File: src/rtl/systolic_pkg.sv
// Shared types and helpers for the systolic operand skew feeder.
package systolic_pkg;

  typedef enum logic [2:0] {
    IDLE  = 3'd0,
    LOAD  = 3'd1,
    FEED  = 3'd2,
    DRAIN = 3'd3,
    DONE  = 3'd4
  } state_t;

  localparam int DEF_N  = 2;
  localparam int DEF_DW = 8;

  // Counter must hold 0..2N-2 during FEED without wrapping.
  function automatic int cnt_width(input int n);
    return $clog2(2 * n);
  endfunction

  localparam int DEF_CNT_W = $clog2(2 * DEF_N);

  // Flat element index of matrix element (i,j), row-major.
  function automatic int idx(input int i, input int j, input int n);
    return i * n + j;
  endfunction

endpackage

File: src/rtl/skew_lane_sel.sv
// Combinational selector for one skewed lane: picks element k-lane of a
// row/column vector when that offset lies inside the matrix, else zero.
module skew_lane_sel #(
  parameter int N  = 2,
  parameter int DW = 8,
  parameter int CW = 2
) (
  input  logic [CW-1:0]   k,
  input  logic [CW-1:0]   lane,
  input  logic [N*DW-1:0] vec,
  output logic [DW-1:0]   data,
  output logic            vld
);

  logic [N-1:0] hit_s;

  // One-hot match of k == lane + m, then AND-OR mux of the hit element.
  always_comb begin
    hit_s = '0;
    data  = '0;
    for (int m = 0; m < N; m++) begin
      hit_s[m] = (k == (lane + CW'(m)));
      data     = data | ({DW{hit_s[m]}} & vec[m*DW +: DW]);
    end
    vld = |hit_s;
  end

endmodule

File: src/rtl/systolic_skew_feeder.sv
// Operand sequencer for an NxN output-stationary systolic array: captures
// A and B, clears accumulators, streams skewed lanes, drains, pulses done.
module systolic_skew_feeder
  import systolic_pkg::*;
#(
  parameter int N  = DEF_N,
  parameter int DW = DEF_DW
) (
  input  logic              wb_clk_i,
  input  logic              wb_rst_n,
  input  logic              start,
  input  logic [N*N*DW-1:0] a_flat,
  input  logic [N*N*DW-1:0] b_flat,
  output logic [N*DW-1:0]   a_lane,
  output logic [N-1:0]      a_vld,
  output logic [N*DW-1:0]   b_lane,
  output logic [N-1:0]      b_vld,
  output logic              acc_clr,
  output logic              busy,
  output logic              done
);

  localparam int CW = cnt_width(N);
  localparam logic [CW-1:0] K_LAST = CW'(2 * N - 2);
  localparam logic [CW-1:0] D_LAST = CW'(N - 2);

  state_t              state_r, state_nxt_s;
  logic [CW-1:0]       cnt_r, cnt_nxt_s;
  logic [N*N*DW-1:0]   a_r, b_r;
  logic [N-1:0][N*DW-1:0] b_col_s;
  logic [N-1:0][DW-1:0]   a_dat_s, b_dat_s;
  logic [N-1:0]        a_v_s, b_v_s;

  logic [N*DW-1:0]     a_lane_nxt_s, b_lane_nxt_s;
  logic [N-1:0]        a_vld_nxt_s, b_vld_nxt_s;
  logic                acc_clr_nxt_s, busy_nxt_s, done_nxt_s;

  // State and step counter register.
  always_ff @(posedge wb_clk_i or negedge wb_rst_n) begin
    if (!wb_rst_n) begin
      state_r <= IDLE;
      cnt_r   <= '0;
    end else begin
      state_r <= state_nxt_s;
      cnt_r   <= cnt_nxt_s;
    end
  end

  // Next state; counter restarts at 0 on entry to FEED and DRAIN.
  always_comb begin
    state_nxt_s = state_r;
    cnt_nxt_s   = '0;
    case (state_r)
      IDLE: begin
        if (start) state_nxt_s = LOAD;
        else       state_nxt_s = IDLE;
      end
      LOAD: state_nxt_s = FEED;
      FEED: begin
        if (cnt_r == K_LAST) begin
          state_nxt_s = DRAIN;
        end else begin
          state_nxt_s = FEED;
          cnt_nxt_s   = cnt_r + CW'(1);
        end
      end
      DRAIN: begin
        if (cnt_r == D_LAST) begin
          state_nxt_s = DONE;
        end else begin
          state_nxt_s = DRAIN;
          cnt_nxt_s   = cnt_r + CW'(1);
        end
      end
      DONE:    state_nxt_s = IDLE;
      default: state_nxt_s = IDLE;
    endcase
  end

  // Operand capture: only an accepted start loads new matrices.
  always_ff @(posedge wb_clk_i or negedge wb_rst_n) begin
    if (!wb_rst_n) begin
      a_r <= '0;
      b_r <= '0;
    end else if (state_r == IDLE && start) begin
      a_r <= a_flat;
      b_r <= b_flat;
    end else begin
      a_r <= a_r;
      b_r <= b_r;
    end
  end

  // Gather each column of B into a contiguous vector, row index ascending.
  always_comb begin
    b_col_s = '0;
    for (int j = 0; j < N; j++) begin
      for (int m = 0; m < N; m++) begin
        b_col_s[j][m*DW +: DW] = b_r[idx(m, j, N)*DW +: DW];
      end
    end
  end

  // Lane selectors look ahead at the next step so outputs can be registered.
  for (genvar i = 0; i < N; i++) begin : g_lane
    skew_lane_sel #(.N(N), .DW(DW), .CW(CW)) u_a_sel (
      .k    (cnt_nxt_s),
      .lane (CW'(i)),
      .vec  (a_r[i*N*DW +: N*DW]),
      .data (a_dat_s[i]),
      .vld  (a_v_s[i])
    );
    skew_lane_sel #(.N(N), .DW(DW), .CW(CW)) u_b_sel (
      .k    (cnt_nxt_s),
      .lane (CW'(i)),
      .vec  (b_col_s[i]),
      .data (b_dat_s[i]),
      .vld  (b_v_s[i])
    );
  end

  // Output decode from the upcoming state so registered outputs align with it.
  always_comb begin
    a_lane_nxt_s  = '0;
    b_lane_nxt_s  = '0;
    a_vld_nxt_s   = '0;
    b_vld_nxt_s   = '0;
    acc_clr_nxt_s = 1'b0;
    busy_nxt_s    = 1'b0;
    done_nxt_s    = 1'b0;
    case (state_nxt_s)
      LOAD: begin
        acc_clr_nxt_s = 1'b1;
        busy_nxt_s    = 1'b1;
      end
      FEED: begin
        busy_nxt_s   = 1'b1;
        a_lane_nxt_s = a_dat_s;
        b_lane_nxt_s = b_dat_s;
        a_vld_nxt_s  = a_v_s;
        b_vld_nxt_s  = b_v_s;
      end
      DRAIN:   busy_nxt_s = 1'b1;
      DONE:    done_nxt_s = 1'b1;
      IDLE:    busy_nxt_s = 1'b0;
      default: busy_nxt_s = 1'b0;
    endcase
  end

  // Output registers.
  always_ff @(posedge wb_clk_i or negedge wb_rst_n) begin
    if (!wb_rst_n) begin
      a_lane  <= '0;
      b_lane  <= '0;
      a_vld   <= '0;
      b_vld   <= '0;
      acc_clr <= 1'b0;
      busy    <= 1'b0;
      done    <= 1'b0;
    end else begin
      a_lane  <= a_lane_nxt_s;
      b_lane  <= b_lane_nxt_s;
      a_vld   <= a_vld_nxt_s;
      b_vld   <= b_vld_nxt_s;
      acc_clr <= acc_clr_nxt_s;
      busy    <= busy_nxt_s;
      done    <= done_nxt_s;
    end
  end

endmodule

File: config.mk
export PLATFORM = sky130hd
export DESIGN_NAME = systolic_skew_feeder
export DESIGN_NICKNAME = d
export VERILOG_FILES = /design/src/rtl/systolic_pkg.sv /design/src/rtl/skew_lane_sel.sv /design/src/rtl/systolic_skew_feeder.sv
export SDC_FILE = /design/constraint.sdc
export NUM_CORES = 1
export LEC_CHECK = 0
export ABC_AREA = 1
export CAP_MARGIN = 0
export CORE_ASPECT_RATIO = 1.5
export CORE_UTILIZATION = 47
export CTS_BUF_LIST = sky130_fd_sc_hd__clkbuf_4
export DETAILED_ROUTE_END_ITERATION = 7
export PLACE_DENSITY = 0.86
export SYNTH_ARGS = -nofsm -noshare
export SYNTH_HDL_FRONTEND = slang
export SYNTH_SLANG_ARGS = --single-unit
export TNS_END_PERCENT = 50
File: constraint.sdc
create_clock -name wb_clk_i -period 1.9 [get_ports wb_clk_i]
set_input_delay 0.57 -clock wb_clk_i [delete_from_list [all_inputs] [get_ports wb_clk_i]]
set_output_delay 0.57 -clock wb_clk_i [all_outputs]
set_load 0.01 [all_outputs]
==> flow_metrics.env <==
export IMPL_outcome="completed"
export IMPL_row_count=43
export IMPL_comb_power_share_pct=48.1
export IMPL_cp_max_fo=16
export IMPL_yosysSeqAreaShare_pct=57.5
export IMPL_worstPathRequired_ps=2290
export IMPL_min_period_over_period_pct=94.9
export IMPL_place_congestion=0.781
export IMPL_path_cells="inv_1 -> ha_1 -> nand2_1 -> nand2_2 -> inv_2 -> ha_2 -> buf_12 -> nand2_1 -> nand2_1 -> inv_1 -> nor3_1"
export IMPL_synth_top_cells_by_area="dfrtp_1, nand2_1, nor3_2"
export IMPL_slew_headroom_pct=78.6
export IMPL_crit_family="adder cells"
export IMPL_grt_pass1_wl_mm=16.2
export IMPL_synthCells=524
export IMPL_ys_async_sr_fraction_pct=100
export IMPL_yosys_area_top_type="dfrtp_1"
export IMPL_cts_tree="yes"
export IMPL_initial_core_util_pct=49.2
export IMPL_start_kind="flip-flop"
export IMPL_skew_ps=14.1
export IMPL_drive_gt1_share_pct=11.1
export IMPL_synth_enable_flop_cells=0
export IMPL_grt_use_met1_pct=22.7
export IMPL_drc=0
export IMPL_vias_per_cell=4.82
export IMPL_port_buffers=105
export IMPL_globalRouteMet3Util_pct=2.80
export IMPL_clock_power_share_pct=11.5
export IMPL_synth_most_common_cell="nand2_1"
export IMPL_grt_pass1_vias=3568
export IMPL_tightest_slew_ps=321
export IMPL_cpMostUsedCell="nand2_1"
export IMPL_wl_per_cell_um=13.4
export IMPL_die_width_um=82.9
export IMPL_synthesis_nets=597
export IMPL_clock_latency_ps=460
export IMPL_busiest_layer="met2"
export IMPL_slowest_stage="dfrtp_1"
export IMPL_seq_power_share_pct=40.4
export IMPL_setup_viol=0
export IMPL_fillers=791
export IMPL_met2_usage_pct=35.8
export IMPL_fin_crit_ps=1800
export IMPL_maxCapViolations=0
export IMPL_synth_main_ff_cell="dfrtp_1"
export IMPL_hold_violations=0
export IMPL_synth_seq_cells=106
export IMPL_slowest_delay_ps=420
export IMPL_design_core_area_mm2=0.00936
export IMPL_fin_cells=746
export IMPL_tns_ps=0
export IMPL_postPlaceCellArea_mm2=0.00580
export IMPL_gr_total_overflow=0
export IMPL_yosysWarningCount=0
export IMPL_cts_buffers=9
export IMPL_clkSinkCount=106
export IMPL_path_class="reg -> reg"
export IMPL_final_net_count=701
export IMPL_die_area_mm2=0.0102
export IMPL_fin_area_mm2=0.00595
export IMPL_synth_area_per_cell_um2=8.80
export IMPL_syn_to_final_growth_pct=29.1
export IMPL_clockBufferDepth=2
export IMPL_ios=106
export IMPL_initialDrtViolationCount=176
export IMPL_internal_power_mw=5.27
export IMPL_cp_num_buf_inv=4
export IMPL_drt_pass1_iterations=4
export IMPL_clk_root_buffer_cell="clkbuf_4"
export IMPL_irDropWorstVdd_mv=0.950
export IMPL_ant_nets=0
export IMPL_die_h_um=123
export IMPL_max_freq_ghz=0.555
export IMPL_p_leak_nw=3.17
export IMPL_clk_pin_slew_worst_paths_ps=160
export IMPL_p_sw_mw=3.77
export IMPL_vias=3595
export IMPL_yosys_top_cells_count="nand2_1, dfrtp_1, inv_1"
export IMPL_ys_types=18
export IMPL_dp_cells=728
export IMPL_track_usage_pct=20.4
export IMPL_worstPathArrival_ps=2190
export IMPL_syn_area_mm2=0.00461
export IMPL_h_tree_depth=3
export IMPL_grt_max_degree=46
export IMPL_wl_mm=9.97
export IMPL_drv_slew=0
export IMPL_sw_frac_of_total_pct=41.7
export IMPL_antenna_found_initial=1
export IMPL_post_route_util_pct=63.6
export IMPL_synth_top_area_share_pct=57.5
export IMPL_hold_path_class="reg -> reg"
export IMPL_powerDensity_mw_per_mm2=1520
export IMPL_fin_hold_ws_ps=498
export IMPL_cp_end_kind="flip-flop"
export IMPL_hpwl_mm=7.09
cell usage in the layout (no fill, tap or decap), types with 9 or more instances in the layout:
master           count
inv_1               40
nor3_2              25
dlygate4sd2_1       39
clkbuf_4             9
dfrtp_1            106
nand2_1            292
nor3_1               9
buf_12              11
clkdlybuf4s50_1     65
tightest hold or removal path, delay by kind of cell (launching register included):
family | cells | cell delay (ps)
flip-flops | 1 | 370
AND/OR/NAND/NOR | 2 | 110
path summary, 6_finish.rpt:
check | startpoint | endpoint | slack [ps] | cells past startpoint
min | b_r[29] | b_r[29] | 500 | 2
min in group asynchronous | wb_rst_n | state_r[0] | 560 | 2
min reg2reg | b_r[29] | b_r[29] | 500 | 2
max in group asynchronous | wb_rst_n | a_r[26] | 810 | 3
max | cnt_r[0] | a_lane[4] | 100 | 11
max reg2reg | cnt_r[0] | a_lane[4] | 100 | 11
power groups by stage:
stage          logic (mW)  registers, mW  clock network (mW)
2_1_floorplan        2.82           3.70                   0
3_3_place_gp         4.18           3.66                   0
3_5_place_dp         4.37           3.71                   0
4_1_cts              4.26           3.65                1.06
5_1_grt              4.85           3.75                1.14
6_report             4.35           3.65                1.04
logic make-up after synthesis:
logic type	Yosys count	share of synthesized area, %
flops	106	57.5
buf+inv	72	8.85
fa+ha+maj	6	1.63
compound gates	1	0.108
simple gates	339	31.9
metrics by stage:
| stage | power [mW] | setup slack (ps) |
|---|---|---|
| after floorplan | 6.52 | 113 |
| after global placement | 7.84 | 86.2 |
| after detailed placement | 8.07 | -82.3 |
| after CTS | 8.97 | 3.54 |
| after global routing | 9.73 | -24.6 |
| final | 9.04 | 97.0 |
cell type report:
cell class | count | area, um^2 | area share (%)
Inverter | 43 | 161 | 2.71
Multi-Input combinational cell | 346 | 1600 | 26.9
Tap cell | 112 | 140 | 2.35
Sequential cell | 106 | 2650 | 44.6
Clock buffer | 9 | 67.6 | 1.14
Timing Repair Buffer | 122 | 1270 | 21.4
Clock inverter | 7 | 53.8 | 0.904
Antenna cell | 1 | 2.50 | 0.0421
registers in the layout (all words and copies together), names as in the netlist:
signal / cells
a_r: 32
b_r: 32
a_lane: 16
b_lane: 16
state_r: 3
b_vld: 2
cnt_r: 2
acc_clr: 1
busy: 1
done: 1
what timing repair did:
| item | 4_1_cts | 5_1_grt |
|---|---|---|
| gates cloned | 0 | 0 |
| endpoints found under the setup margin | 71 | 32 |
| gates resized for setup | 44 | 12 |
| buffers inserted | 0 | 0 |
| endpoints found under the hold margin | 21 | 0 |
| hold buffers | 1 | 0 |
| pin swaps | 0 | 1 |
per-layer routing:
layer  vias to the layer above  wire length, um
li1                       1773                -
met1                      1696             3910
met2                        94             5230
met3                        32              362
met4                         0              466
met5                         -                0
Power figures use the tool's default switching activity.
